[config.mk]
export PLATFORM = sky130hd
export DESIGN_NAME = gauss_conv_sequencer_flat
export DESIGN_NICKNAME = d
export VERILOG_FILES = /design/src/rtl/gauss_conv_sequencer_if.sv /design/src/rtl/gauss_conv_sequencer.sv /design/src/flat_wrapper.sv
export SDC_FILE = /design/constraint.sdc
export NUM_CORES = 1
export LEC_CHECK = 0
export CAP_MARGIN = 20
export CORE_MARGIN = 5
export CORE_UTILIZATION = 50
export DETAILED_ROUTE_END_ITERATION = 12
export GPL_ROUTABILITY_DRIVEN = 0
export PLACE_DENSITY = 0.81
export SYNTH_ARGS = -nofsm -noshare
export SYNTH_HDL_FRONTEND = slang
export SYNTH_SLANG_ARGS = --single-unit
[constraint.sdc]
create_clock -name clk -period 9.05 [get_ports clk]
set_clock_uncertainty 0.05 [all_clocks]
set_input_delay 1.3575 -clock clk [delete_from_list [all_inputs] [get_ports clk]]
set_output_delay 1.3575 -clock clk [all_outputs]
set_load 0.01 [all_outputs]
[src/rtl/gauss_conv_sequencer_if.sv]
// Tap command channel from the convolution sequencer to the MAC/accumulator.
// The sequencer drives the master side and the datapath returns tap_ready.
interface gauss_conv_sequencer_if #(
  parameter int AW = 16,
  parameter int KW = 8
);
  logic          tap_valid;
  logic          tap_ready;
  logic [AW-1:0] tap_addr;
  logic [KW-1:0] tap_kidx;
  logic          tap_mask;
  logic          tap_first;
  logic          tap_last;

  modport master (
    output tap_valid, tap_addr, tap_kidx, tap_mask, tap_first, tap_last,
    input  tap_ready
  );

  modport slave (
    input  tap_valid, tap_addr, tap_kidx, tap_mask, tap_first, tap_last,
    output tap_ready
  );
endinterface

[src/rtl/gauss_conv_sequencer.sv]
// Frame sequencer for the Gaussian convolution datapath: walks output pixels in raster
// order and issues one registered tap command per accepted beat.
module gauss_conv_sequencer #(
  parameter int ROWS  = 168,
  parameter int COLS  = 220,
  parameter int KSIZE = 5,
  parameter int AW    = 16,
  parameter int KW    = 8
) (
  input  logic                   clk,
  input  logic                   rst,
  input  logic                   start,
  output logic                   busy,
  output logic                   done,
  output logic [15:0]            out_row,
  output logic [15:0]            out_col,
  gauss_conv_sequencer_if.master tap
);
  localparam int C    = KSIZE / 2;
  localparam int KK   = KSIZE * KSIZE;
  localparam int MAXD = (ROWS > COLS) ? ROWS : COLS;
  localparam int CW   = $clog2(MAXD + KSIZE) + 2;
  localparam int BW   = $clog2((ROWS + KSIZE) * COLS) + 2;

  localparam logic signed [CW-1:0] ONE    = CW'(1);
  localparam logic signed [CW-1:0] CPOS   = CW'(C);
  localparam logic signed [CW-1:0] CNEG   = -CPOS;
  localparam logic signed [CW-1:0] ROWS_S = CW'(ROWS);
  localparam logic signed [CW-1:0] COLS_S = CW'(COLS);
  localparam logic signed [BW-1:0] COLS_B = BW'(COLS);
  localparam logic signed [BW-1:0] BASE0  = BW'(C * COLS);
  localparam logic [KW-1:0]        KIDX0  = KW'(KK - 1);
  localparam logic [15:0]          LAST_ROW = 16'(ROWS - 1);
  localparam logic [15:0]          LAST_COL = 16'(COLS - 1);

  typedef enum logic [1:0] {IDLE, RUN, DONE} state_t;

  state_t state_reg, state_next;

  logic [15:0]          i_reg, j_reg, i_next, j_next;
  logic signed [CW-1:0] k_reg, l_reg, y_reg, z_reg;
  logic signed [CW-1:0] k_next, l_next, y_next, z_next;
  logic signed [BW-1:0] ybase_reg, ibase_reg, ybase_next, ibase_next;
  logic [KW-1:0]        kidx_reg, kidx_next;
  logic [AW-1:0]        addr_reg, addr_next;
  logic [BW-1:0]        lin_next;
  logic                 mask_reg, mask_next;
  logic                 first_reg, last_reg, valid_reg, busy_reg, done_reg;
  logic                 load, advance, accept, pixel_end, frame_end;

  assign accept    = valid_reg & tap.tap_ready;
  assign pixel_end = (k_reg == CNEG) && (l_reg == CNEG);
  assign frame_end = pixel_end && (i_reg == LAST_ROW) && (j_reg == LAST_COL);

  always_comb begin
    state_next = state_reg;
    load       = 1'b0;
    advance    = 1'b0;
    unique case (state_reg)
      IDLE: begin
        if (start) begin
          state_next = RUN;
          load       = 1'b1;
        end
      end
      RUN: begin
        if (accept) begin
          if (frame_end) state_next = DONE;
          else           advance    = 1'b1;
        end
      end
      DONE:    state_next = IDLE;
      default: state_next = IDLE;
    endcase
  end

  // Next tap: l steps fastest, then k, then the pixel. ybase tracks y*COLS without a multiply.
  always_comb begin
    i_next     = i_reg;
    j_next     = j_reg;
    k_next     = k_reg;
    l_next     = l_reg;
    y_next     = y_reg;
    z_next     = z_reg;
    ybase_next = ybase_reg;
    ibase_next = ibase_reg;
    kidx_next  = kidx_reg;
    if (load) begin
      i_next     = '0;
      j_next     = '0;
      k_next     = CPOS;
      l_next     = CPOS;
      y_next     = CPOS;
      z_next     = CPOS;
      ybase_next = BASE0;
      ibase_next = BASE0;
      kidx_next  = KIDX0;
    end else if (advance) begin
      kidx_next = kidx_reg - KW'(1);
      if (l_reg != CNEG) begin
        l_next = l_reg - ONE;
        z_next = z_reg - ONE;
      end else if (k_reg != CNEG) begin
        k_next     = k_reg - ONE;
        l_next     = CPOS;
        y_next     = y_reg - ONE;
        z_next     = $signed(CW'(j_reg)) + CPOS;
        ybase_next = ybase_reg - COLS_B;
      end else begin
        k_next    = CPOS;
        l_next    = CPOS;
        kidx_next = KIDX0;
        if (j_reg == LAST_COL) begin
          j_next     = '0;
          i_next     = i_reg + 16'd1;
          ibase_next = ibase_reg + COLS_B;
        end else begin
          j_next = j_reg + 16'd1;
        end
        y_next     = $signed(CW'(i_next)) + CPOS;
        z_next     = $signed(CW'(j_next)) + CPOS;
        ybase_next = ibase_next;
      end
    end
    mask_next = !y_next[CW-1] && (y_next < ROWS_S) && !z_next[CW-1] && (z_next < COLS_S);
    lin_next  = ybase_next + BW'(z_next);
    addr_next = mask_next ? AW'(lin_next) : '0;
  end

  always_ff @(posedge clk) begin
    if (rst) begin
      state_reg <= IDLE;
      valid_reg <= 1'b0;
      busy_reg  <= 1'b0;
      done_reg  <= 1'b0;
      i_reg     <= '0;
      j_reg     <= '0;
      k_reg     <= '0;
      l_reg     <= '0;
      y_reg     <= '0;
      z_reg     <= '0;
      ybase_reg <= '0;
      ibase_reg <= '0;
      kidx_reg  <= '0;
      addr_reg  <= '0;
      mask_reg  <= 1'b0;
      first_reg <= 1'b0;
      last_reg  <= 1'b0;
    end else begin
      state_reg <= state_next;
      valid_reg <= (state_next == RUN);
      busy_reg  <= (state_next != IDLE);
      done_reg  <= (state_next == DONE);
      // Tap registers only move on load or acceptance, so a stall holds every output.
      if (load || advance) begin
        i_reg     <= i_next;
        j_reg     <= j_next;
        k_reg     <= k_next;
        l_reg     <= l_next;
        y_reg     <= y_next;
        z_reg     <= z_next;
        ybase_reg <= ybase_next;
        ibase_reg <= ibase_next;
        kidx_reg  <= kidx_next;
        addr_reg  <= addr_next;
        mask_reg  <= mask_next;
        first_reg <= (k_next == CPOS) && (l_next == CPOS);
        last_reg  <= (k_next == CNEG) && (l_next == CNEG);
      end
    end
  end

  assign busy          = busy_reg;
  assign done          = done_reg;
  assign out_row       = i_reg;
  assign out_col       = j_reg;
  assign tap.tap_valid = valid_reg;
  assign tap.tap_addr  = addr_reg;
  assign tap.tap_kidx  = kidx_reg;
  assign tap.tap_mask  = mask_reg;
  assign tap.tap_first = first_reg;
  assign tap.tap_last  = last_reg;
endmodule

[src/flat_wrapper.sv]
// flat-port wrapper written by rule: the top's interface ports become plain ports
module gauss_conv_sequencer_flat 
#(
  parameter int ROWS  = 168,
  parameter int COLS  = 220,
  parameter int KSIZE = 5,
  parameter int AW    = 16,
  parameter int KW    = 8
)
  (clk, rst, start, busy, done, out_row, out_col, tap_tap_valid, tap_tap_addr, tap_tap_kidx, tap_tap_mask, tap_tap_first, tap_tap_last, tap_tap_ready);
  gauss_conv_sequencer_if #(.AW(AW), .KW(KW)) tap_i ();
  input  logic clk;
  input  logic rst;
  input  logic start;
  output logic busy;
  output logic done;
  output logic [15:0] out_row;
  output logic [15:0] out_col;
  output wire logic [$bits(tap_i.tap_valid)-1:0] tap_tap_valid;
  output wire logic [$bits(tap_i.tap_addr)-1:0] tap_tap_addr;
  output wire logic [$bits(tap_i.tap_kidx)-1:0] tap_tap_kidx;
  output wire logic [$bits(tap_i.tap_mask)-1:0] tap_tap_mask;
  output wire logic [$bits(tap_i.tap_first)-1:0] tap_tap_first;
  output wire logic [$bits(tap_i.tap_last)-1:0] tap_tap_last;
  input wire logic [$bits(tap_i.tap_ready)-1:0] tap_tap_ready;
  assign tap_tap_valid = tap_i.tap_valid;
  assign tap_tap_addr = tap_i.tap_addr;
  assign tap_tap_kidx = tap_i.tap_kidx;
  assign tap_tap_mask = tap_i.tap_mask;
  assign tap_tap_first = tap_i.tap_first;
  assign tap_tap_last = tap_i.tap_last;
  assign tap_i.tap_ready = tap_tap_ready;
  gauss_conv_sequencer #(.ROWS(ROWS), .COLS(COLS), .KSIZE(KSIZE), .AW(AW), .KW(KW)) u_core (.clk(clk), .rst(rst), .start(start), .busy(busy), .done(done), .out_row(out_row), .out_col(out_col), .tap(tap_i));
endmodule
After elaboration in Yosys (flattened, before gate mapping)
Cells that the tools add are included.
Widths: inputs -> output; s select.
- $add $sub $neg: 13
- div/mod/pow operators: 0
- order comparisons: 2
- equal/unequal tests: 15
- mux-type cells: 56
- shift-type cells: 0
- reductions and logical operators: 18
- multiply operators: 0
- bitwise operators: 1
- operator list (cell ; count):
    $mux 16 ; 19
    $mux 18 ; 9
    $mux 10 ; 15
    $eq 10x2->1 const B ; 4
    $sub 10x2->10 const B ; 4
    $add 16x1->16 const B ; 2
    $eq 16x8->1 const B ; 2
    $mux 8 ; 4
    $add 10x3->10 const B ; 3
    $eq 10x3->1 const B ; 2
    $lt 10x9->1 const B ; 2
    $ne 10x2->1 const B ; 2
    $add 18x9->18 const B ; 1
    $sub 18x9->18 const B ; 1
    $add 16x10->16 ; 1
    $logic_and 1x1->1 ; 8
    $sub 8x1->8 const B ; 1
    $mux 2 ; 3
    $reduce_bool 2->1 ; 3
    $mux 1 ; 5
    $reduce_and 5->1 ; 1
    $eq 2x1->1 const B ; 2
    $ne 2x1->1 const B ; 2
    $pmux 2 s2 ; 1
    other kinds (7) ; 8
- RAM bits: 0
- bits in read-only memories: 0
- logic and storage cells: 123
- bits in registers: 140
- bits in latches: 0
- output and inout port bits: 62
- memories: 0

Depth between registers and ports, before layout
Gate-level depths: netlist (run 1).
- depth after elaboration: 19
- gate-level depth with buffers: 27

Worst setup path after synthesis (run 1)
Ideal clock, no wire load.
- path kind: flip-flop to flip-flop
- from: reg u_core.k_reg[0]
- to: reg u_core.addr_reg[13] (netlist: u_core.tap.tap_addr[13])
- data required time: 8.868 ns
- buffers on the path: 4
- path slack: 3.062 ns
- clock period less this slack: 5.988 ns
- cell stages (with the launch flop): 26
- arrival time: 5.806 ns
- cell sequence: dfxtp_1 -> inv_1 -> ha_1 -> nand4_1 -> nor3_2 -> buf_2 -> buf_2 -> buf_1 -> nand2_1 -> mux2_2 -> ha_1 -> inv_1 -> or4_1 -> a211oi_1 -> o21ai_0 -> o311ai_0 -> a21bo_2 -> a211o_1 -> ha_1 -> buf_1 -> or3_1 -> o31ai_1 -> nor3_1 -> or3b_1 -> nand4_1 -> a21oi_1
- RTL lines (element ; line ; source):
    start: declaration ; gauss_conv_sequencer.sv:41 ; logic signed [CW-1:0] k_reg, l_reg, y_reg, z_reg;
    start signal: assignment ; gauss_conv_sequencer.sv:158 ; k_reg <= k_next;
    $eq 10x2->1 ; gauss_conv_sequencer.sv:52 ; assign pixel_end = (k_reg == CNEG) && (l_reg == CNEG);
    $logic_and 1x1->1 ; gauss_conv_sequencer.sv:52 ;
    $logic_and 1x1->1 (2 in a row) ; gauss_conv_sequencer.sv:53 ; assign frame_end = pixel_end && (i_reg == LAST_ROW) && (j_reg == LAST_COL);
    $mux 1 ; gauss_conv_sequencer.sv:68 ; if (frame_end) state_next = DONE;
    $mux 1 ; gauss_conv_sequencer.sv:67 ; if (accept) begin
    $mux 1 ; gauss_conv_sequencer.sv:59 ; unique case (state_reg)
    $mux 10 (*) ; gauss_conv_sequencer.sv:98 ; end else if (advance) begin
    $mux 10 (*) ; gauss_conv_sequencer.sv:88 ; if (load) begin
    via u_core.z_next[9] ; gauss_conv_sequencer.sv:42 ; logic signed [CW-1:0] k_next, l_next, y_next, z_next;
    parallel branches: the longest is 3 deep, another holds $add 16x10->16 ; - ;
    $mux 16 (*) ; gauss_conv_sequencer.sv:127 ; addr_next = mask_next ? AW'(lin_next) : '0;
    end signal: assignment ; gauss_conv_sequencer.sv:165 ; addr_reg <= addr_next;
    end: declaration ; gauss_conv_sequencer.sv:45 ; logic [AW-1:0] addr_reg, addr_next;
Mark *: on every way through the listed nets, which the timed path passes.
A chain may end at the register's enable or synchronous reset.

Worst setup path in the final report (run 1)
- from: reg u_core.k_reg[0]
- to: reg u_core.addr_reg[12] (netlist: u_core.tap.tap_addr[12])
Same word-level chain as after synthesis.

==> results of run 1 <==
-- per-layer routing --
metal	vias to the layer above	wire, um	GRT usage
met3	91	2210	0.0546
met1	4478	11100	0.315
met2	495	12900	0.420
li1	4529	-	-
met5	-	0	0
met4	0	1020	0.114
-- worst max-delay path, stage by stage (launching register included) --
cell and delay [ps]:
dfxtp_1 310, inv_1 140, ha_1 180, nand4_1 260, or3_1 430, buf_4 280
o31ai_1 360, ha_1 230, inv_1 60, or4_1 550, a211oi_1 280, o21ai_0 220
o311ai_0 370, a21bo_2 290, a211o_1 420, ha_1 390, a21oi_1 210, o211ai_1 110
a221oi_1 360, nor2_1 160, o311ai_1 310, nand4_1 130, a21oi_1 180
-- cell families (layout without fill, tap and decap cells) --
| logic type | count (synthesis) | count (layout) | share of synthesized area |
|---|---|---|---|
| adder cells (fa/ha/maj) | 29 | 29 | 0.0402 |
| multiplexers | 4 | 4 | 0.00588 |
| XOR/XNOR | 73 | 73 | 0.0699 |
| AO/OA/AOI/OAI | 324 | 324 | 0.226 |
| buffers and inverters | 106 | 144 | 0.0473 |
| flip-flops | 134 | 134 | 0.293 |
| AND/OR/NAND/NOR | 561 | 561 | 0.318 |
-- per-stage QoR --
step / total power [mW] / setup slack [ps] / instances / util / cell area [um^2]
global route: 1.64 / 2290 / 1498 / 0.590 / 10600
CTS: 1.60 / 2750 / 1496 / 0.588 / 10600
finish: 1.60 / 2650 / 1498 / 0.590 / 10600
floorplan: 0.732 / 3060 / 1231 / - / 9150
detailed placement: 0.779 / 2710 / 1464 / 0.550 / 9880
global placement: 0.776 / 2960 / 1464 / 0.550 / 9880
-- where the power goes --
| group | leakage (nW) | total [mW] | internal [mW] | switching, mW |
|---|---|---|---|---|
| sequential | 1.09 | 0.618 | 0.604 | 0.0136 |
| combinational | 2.46 | 0.153 | 0.0586 | 0.0943 |
| clock | 0.337 | 0.827 | 0.551 | 0.275 |
| total | 3.88 | 1.60 | 1.21 | 0.383 |
-- worst paths after layout --
| kind | startpoint | to | depth (start not counted) |
|---|---|---|---|
| min reg2reg | u_core.tap.tap_addr[1]$_SDFFE_PP0P_ | u_core.tap.tap_addr[1]$_SDFFE_PP0P_ | 2 |
| min | u_core.tap.tap_addr[1]$_SDFFE_PP0P_ | u_core.tap.tap_addr[1]$_SDFFE_PP0P_ | 2 |
| max | u_core.k_reg[0]$_SDFFE_PP0P_ | u_core.tap.tap_addr[12]$_SDFFE_PP0P_ | 22 |
| max reg2reg | u_core.k_reg[0]$_SDFFE_PP0P_ | u_core.tap.tap_addr[12]$_SDFFE_PP0P_ | 22 |
-- cells in the mapped netlist (10+ instances only) --
library cell	instances
and4_1	12
a31oi_1	15
ha_1	27
clkbuf_1	44
nor2b_1	32
xnor2_1	38
inv_1	33
and3_1	22
a21o_1	10
nand3_1	49
nand4_1	36
o22ai_1	10
a21oi_1	109
or3_1	23
nor3_1	47
nand2_1	130
o31ai_1	14
nor2_1	132
dfxtp_1	134
buf_2	18
nor4_1	22
o21ai_0	76
xor2_1	35
-- layout by cell type, fill, tap and decap left out, types with 4 or more instances in the layout --
cell	Yosys	layout
a2111oi_0	6	6
a211o_1	5	5
a21boi_0	4	4
a21o_1	10	10
a21oi_1	109	108
a221oi_1	5	5
a22oi_1	6	6
a311oi_1	5	5
a31oi_1	15	15
and2_1	7	7
and3_1	22	22
and4_1	12	12
buf_4	1	14
bufinv_16	0	7
clkbuf_16	0	17
clkdlybuf4s50_1	0	64
dfxtp_1	134	134
ha_1	27	27
inv_1	33	33
nand2_1	130	130
nand2b_1	7	7
nand3_1	49	49
nand3b_1	8	8
nand4_1	36	36
nor2_1	132	132
nor2b_1	32	32
nor3_1	47	46
nor4_1	22	22
o211ai_1	9	9
o21a_1	8	8
o21ai_0	76	76
o22ai_1	10	10
o31a_1	6	6
o31ai_1	14	14
or3_1	23	23
or4_1	6	6
xnor2_1	38	38
xor2_1	35	35
-- final cells by class --
cell class                      instances  share of cell area
Timing Repair Buffer                   79              0.0716
Clock inverter                         13              0.0236
Multi-Input combinational cell        991               0.571
Clock buffer                           19              0.0418
Tap cell                              229              0.0271
Sequential cell                       134               0.253
Inverter                               33              0.0117
==> results.json, run 1 <==
{
  "status": "complete, no violations",
  "cts_resized": 0,
  "ff2ff_setup_slack_ps": 2650,
  "syn_to_final_growth_pct": 15.8,
  "grt_pass1_vias": 9035,
  "hold_class": "flip-flop to flip-flop",
  "ant_nets": 0,
  "grt_max_degree": 58,
  "leakage_nw": 3.88,
  "period_needed_ps": 6400,
  "cp-start-kind": "flip-flop",
  "worst_pin_slew_ps": 1070,
  "crit_fanout": 39,
  "rsz0062_at_grt": "false",
  "drive_above_1_share": 0.0599,
  "powerDensity_nw_per_um2": 151,
  "synth_cell_types": 89,
  "io_pins": 66,
  "ys_seq_area_frac": 0.293,
  "initial_core_util": 0.509,
  "grt_pass1_wl_um": 45500,
  "dieArea_um2": 21100,
  "wl_um": 27200,
  "setup_viol": 0,
  "clk_pin_slew_worst_paths_ps": 60,
  "hold_violations": 0,
  "clockBufferDepth": 2,
  "dr.first_iter.drc_count": 1116,
  "setup_tns_ps": 0,
  "synthArstFlopShare": 0,
  "htreeDepth": 4,
  "synth-edff-count": 0,
  "grt_overflow": 0,
  "syn_nets": 1263,
  "hold_ws_ps": 399,
  "maxCapViolations": 0,
  "ys_seq_elements": 134,
  "routed-via-count": 9593,
  "worstSetupEndpointType": "flip-flop",
  "drc": 0,
  "core_um2": 18000,
  "nets": 1288,
  "synthFlopType": "dfxtp_1",
  "crit_type": "flip-flop to flip-flop",
  "seq_area_um2": 2680,
  "cts_made_buffers": 17,
  "syn_inst": 1231,
  "syn_area_um2": 9150,
  "yosysTopAreaCellShare": 0.293,
  "track_usage": 0.253,
  "crit_arrival_ps": 6710,
  "avgViaCountPerCell": 6.40,
  "clock-sinks": 134,
  "fin_crit_sh": 0.707,
  "slew_headroom": 0.285,
  "cts_setup_buffers": 0,
  "detailed_place_hpwl_um": 18600,
  "maxSlewViolCount": 0,
  "dr.pass1.iters": 8,
  "clock_latency_ps": 430,
  "required_ps": 9360,
  "wl_per_cell_um": 18.2,
  "num_rows": 49,
  "n_antenna_cell": 0,
  "die_h_um": 145,
  "io_buffers": 65,
  "peakVddDrop_v": 0.000119,
  "synthTopCellsByArea": "dfxtp_1 (29%), a21oi_1 (6.0%), nor2_1 (5.4%)",
  "multiInputGateArea_um2": 6050,
  "syn-mean-instance-area_um2": 7.43,
  "fmax_mhz": 156,
  "antenna_found_initial": 0,
  "nFillCells": 1591,
  "synth_top_cell_by_area": "dfxtp_1",
  "clockRootBuffer": "clkbuf_16",
  "hold_buffers": 0,
  "cts_tree": "built",
  "ys_warn_count": 0,
  "dieWidth_um": 145
}
(Power assumes the default switching activity.)
==> run 2: changes to the inputs <==
PLACE_DENSITY = 0.83   (was 0.81)
clock period = 5.7 ns   (was 9.05 ns; I/O delays follow)
==> results.json, run 2 (synthesis results as in run 1) <==
{
  "status": "complete, no violations",
  "clock-sinks": 134,
  "wl_per_cell_um": 17.9,
  "powerDensity_nw_per_um2": 214,
  "grt_max_degree": 60,
  "dr.first_iter.drc_count": 1120,
  "track_usage": 0.250,
  "hold_buffers": 0,
  "core_um2": 18000,
  "use_met1": 0.312,
  "grt_util_met2": 0.412,
  "maxCapViolations": 0,
  "fin_ws_ps": 231,
  "htreeDepth": 4,
  "grt_util_met3": 0.0511,
  "maxSlewViolCount": 0,
  "clockRootBuffer": "clkbuf_16",
  "worstHoldEndpoint": "u_core.tap.tap_addr[2]$_SDFFE_PP0P_",
  "worstRegToRegCells": 20,
  "pre_cts_ws_ps": 64.6,
  "die_h_um": 145,
  "final_util": 0.594,
  "required_ps": 6000,
  "n_antenna_cell": 0,
  "top_usage_layer": "met2",
  "worstSetupEndpointType": "flip-flop",
  "hold_violations": 0,
  "syn_to_final_growth_pct": 16.7,
  "setup_viol": 0,
  "mostFrequentLayoutCell": "dfxtp_1",
  "clockBufferDepth": 2,
  "hold_path_depth": 2,
  "crit_type": "flip-flop to flip-flop",
  "dr.pass1.iters": 6,
  "num_rows": 49,
  "drc": 0,
  "peakVddDrop_v": 0.000191,
  "avgViaCountPerCell": 6.39,
  "detailed_place_hpwl_um": 19300,
  "cts_made_buffers": 17,
  "grt_pass1_vias": 9058,
  "period_needed_ps": 5470,
  "clk_pin_slew_worst_paths_ps": 60,
  "nets": 1314,
  "ant_nets": 0,
  "fin_crit_sh": 0.960,
  "grt_overflow": 0,
  "wl_um": 27300,
  "fmax_mhz": 183,
  "ff2ff_setup_slack_ps": 230,
  "crit_arrival_ps": 5770,
  "initial_core_util": 0.509,
  "dieWidth_um": 145,
  "worst_pin_slew_ps": 967,
  "final_cell_mix": "dfxtp_1 (134), nor2_1 (132), nand2_1 (130), a21oi_1 (108), o21ai_0 (75)",
  "routed-via-count": 9717,
  "clock_latency_ps": 430,
  "cp-start-kind": "flip-flop",
  "dieArea_um2": 21100,
  "nFillCells": 1628,
  "hold_class": "flip-flop to flip-flop",
  "grt_pass1_wl_um": 44900,
  "antenna_found_initial": 0,
  "io_buffers": 65,
  "drive_above_1_share": 0.0813,
  "io_pins": 66,
  "reg2reg_to": "u_core.tap.tap_addr[12]$_SDFFE_PP0P_",
  "rr_startpoint": "u_core.k_reg[1]$_SDFFE_PP0P_",
  "slew_headroom": 0.353,
  "hold_start": "u_core.tap.tap_addr[2]$_SDFFE_PP0P_",
  "cts_tree": "built",
  "crit_fanout": 8,
  "leakage_nw": 3.93
}
==> run 2: changes by cell type in the layout (fill, tap and decap cells not counted), sizes merged <==
cell,previous run,this run
clkinv,4,1
buf,14,41
inv,34,33
clkbuf,19,26
dlymetal6s2s,1,0
bufinv,7,1
==> run 2: critical path, stage by stage (launching register included) <==
cell	delay, ps
dfxtp_1	400
ha_1	200
nand4_1	130
or3_1	410
o31ai_2	270
ha_1	240
inv_1	70
or4_1	550
a211oi_2	250
o21ai_1	170
o311ai_1	310
a21bo_2	280
a211o_4	370
ha_1	340
a21oi_1	200
o211ai_1	130
a221oi_2	260
nor2_1	150
o311ai_1	300
nand4_1	130
a21oi_1	190
==> run 2: cell type report <==
cell class,instances,area (um^2),area share
Timing Repair Buffer,105,948,0.0888
Tap cell,229,287,0.0268
Multi-Input combinational cell,991,6080,0.570
Inverter,33,124,0.0116
Clock buffer,26,509,0.0477
Clock inverter,3,42.5,0.00399
Sequential cell,134,2680,0.251
==> run 2: how the worst max path moves through the flow <==
| stage | startpoint | end | slack [ps] | cells after the start |
|---|---|---|---|---|
| after floorplan | u_core.k_reg[0]$_SDFFE_PP0P_ | u_core.tap.tap_addr[13]$_SDFFE_PP0P_ | 2 | 24 |
| after global placement | u_core.k_reg[0]$_SDFFE_PP0P_ | u_core.tap.tap_addr[12]$_SDFFE_PP0P_ | 370 | 21 |
| after detailed placement | u_core.k_reg[0]$_SDFFE_PP0P_ | u_core.tap.tap_addr[12]$_SDFFE_PP0P_ | 60 | 21 |
| after CTS | u_core.k_reg[0]$_SDFFE_PP0P_ | u_core.tap.tap_addr[12]$_SDFFE_PP0P_ | 80 | 20 |
| after global routing | u_core.k_reg[1]$_SDFFE_PP0P_ | u_core.tap.tap_addr[12]$_SDFFE_PP0P_ | -50 | 20 |
| final | u_core.k_reg[1]$_SDFFE_PP0P_ | u_core.tap.tap_addr[12]$_SDFFE_PP0P_ | 230 | 20 |
==> run 2: report_power, final <==
group,internal [mW],switching (mW),total (mW)
Sequential,0.959,0.0211,0.980
Combinational,0.0996,0.153,0.253
Clock,0.650,0.406,1.06
==> run 2: through the flow <==
step / std cells / hold WS, ps / power, mW / TNS, ps / instance area (um^2)
after floorplan: 1231 / 420 / 1.16 / 0 / 9170
after global placement: 1491 / 392 / 1.24 / 0 / 10100
after detailed placement: 1491 / 396 / 1.25 / 0 / 10100
after CTS: 1520 / 404 / 2.29 / 0 / 10700
after global routing: 1521 / 428 / 2.37 / -46.4 / 10700
final: 1521 / 403 / 2.29 / 0 / 10700
==> run 2: metal layers <==
layer,vias up,wire [um]
li1,4574,-
met1,4535,10700
met2,513,13100
met3,95,2460
met4,0,1050
met5,-,0
==> run 2: timing repair <==
| action | CTS | global route |
|---|---|---|
| setup buffers | 0 | 1 |
| setup endpoints to repair | 1 | 7 |
| resized for setup | 1 | 5 |
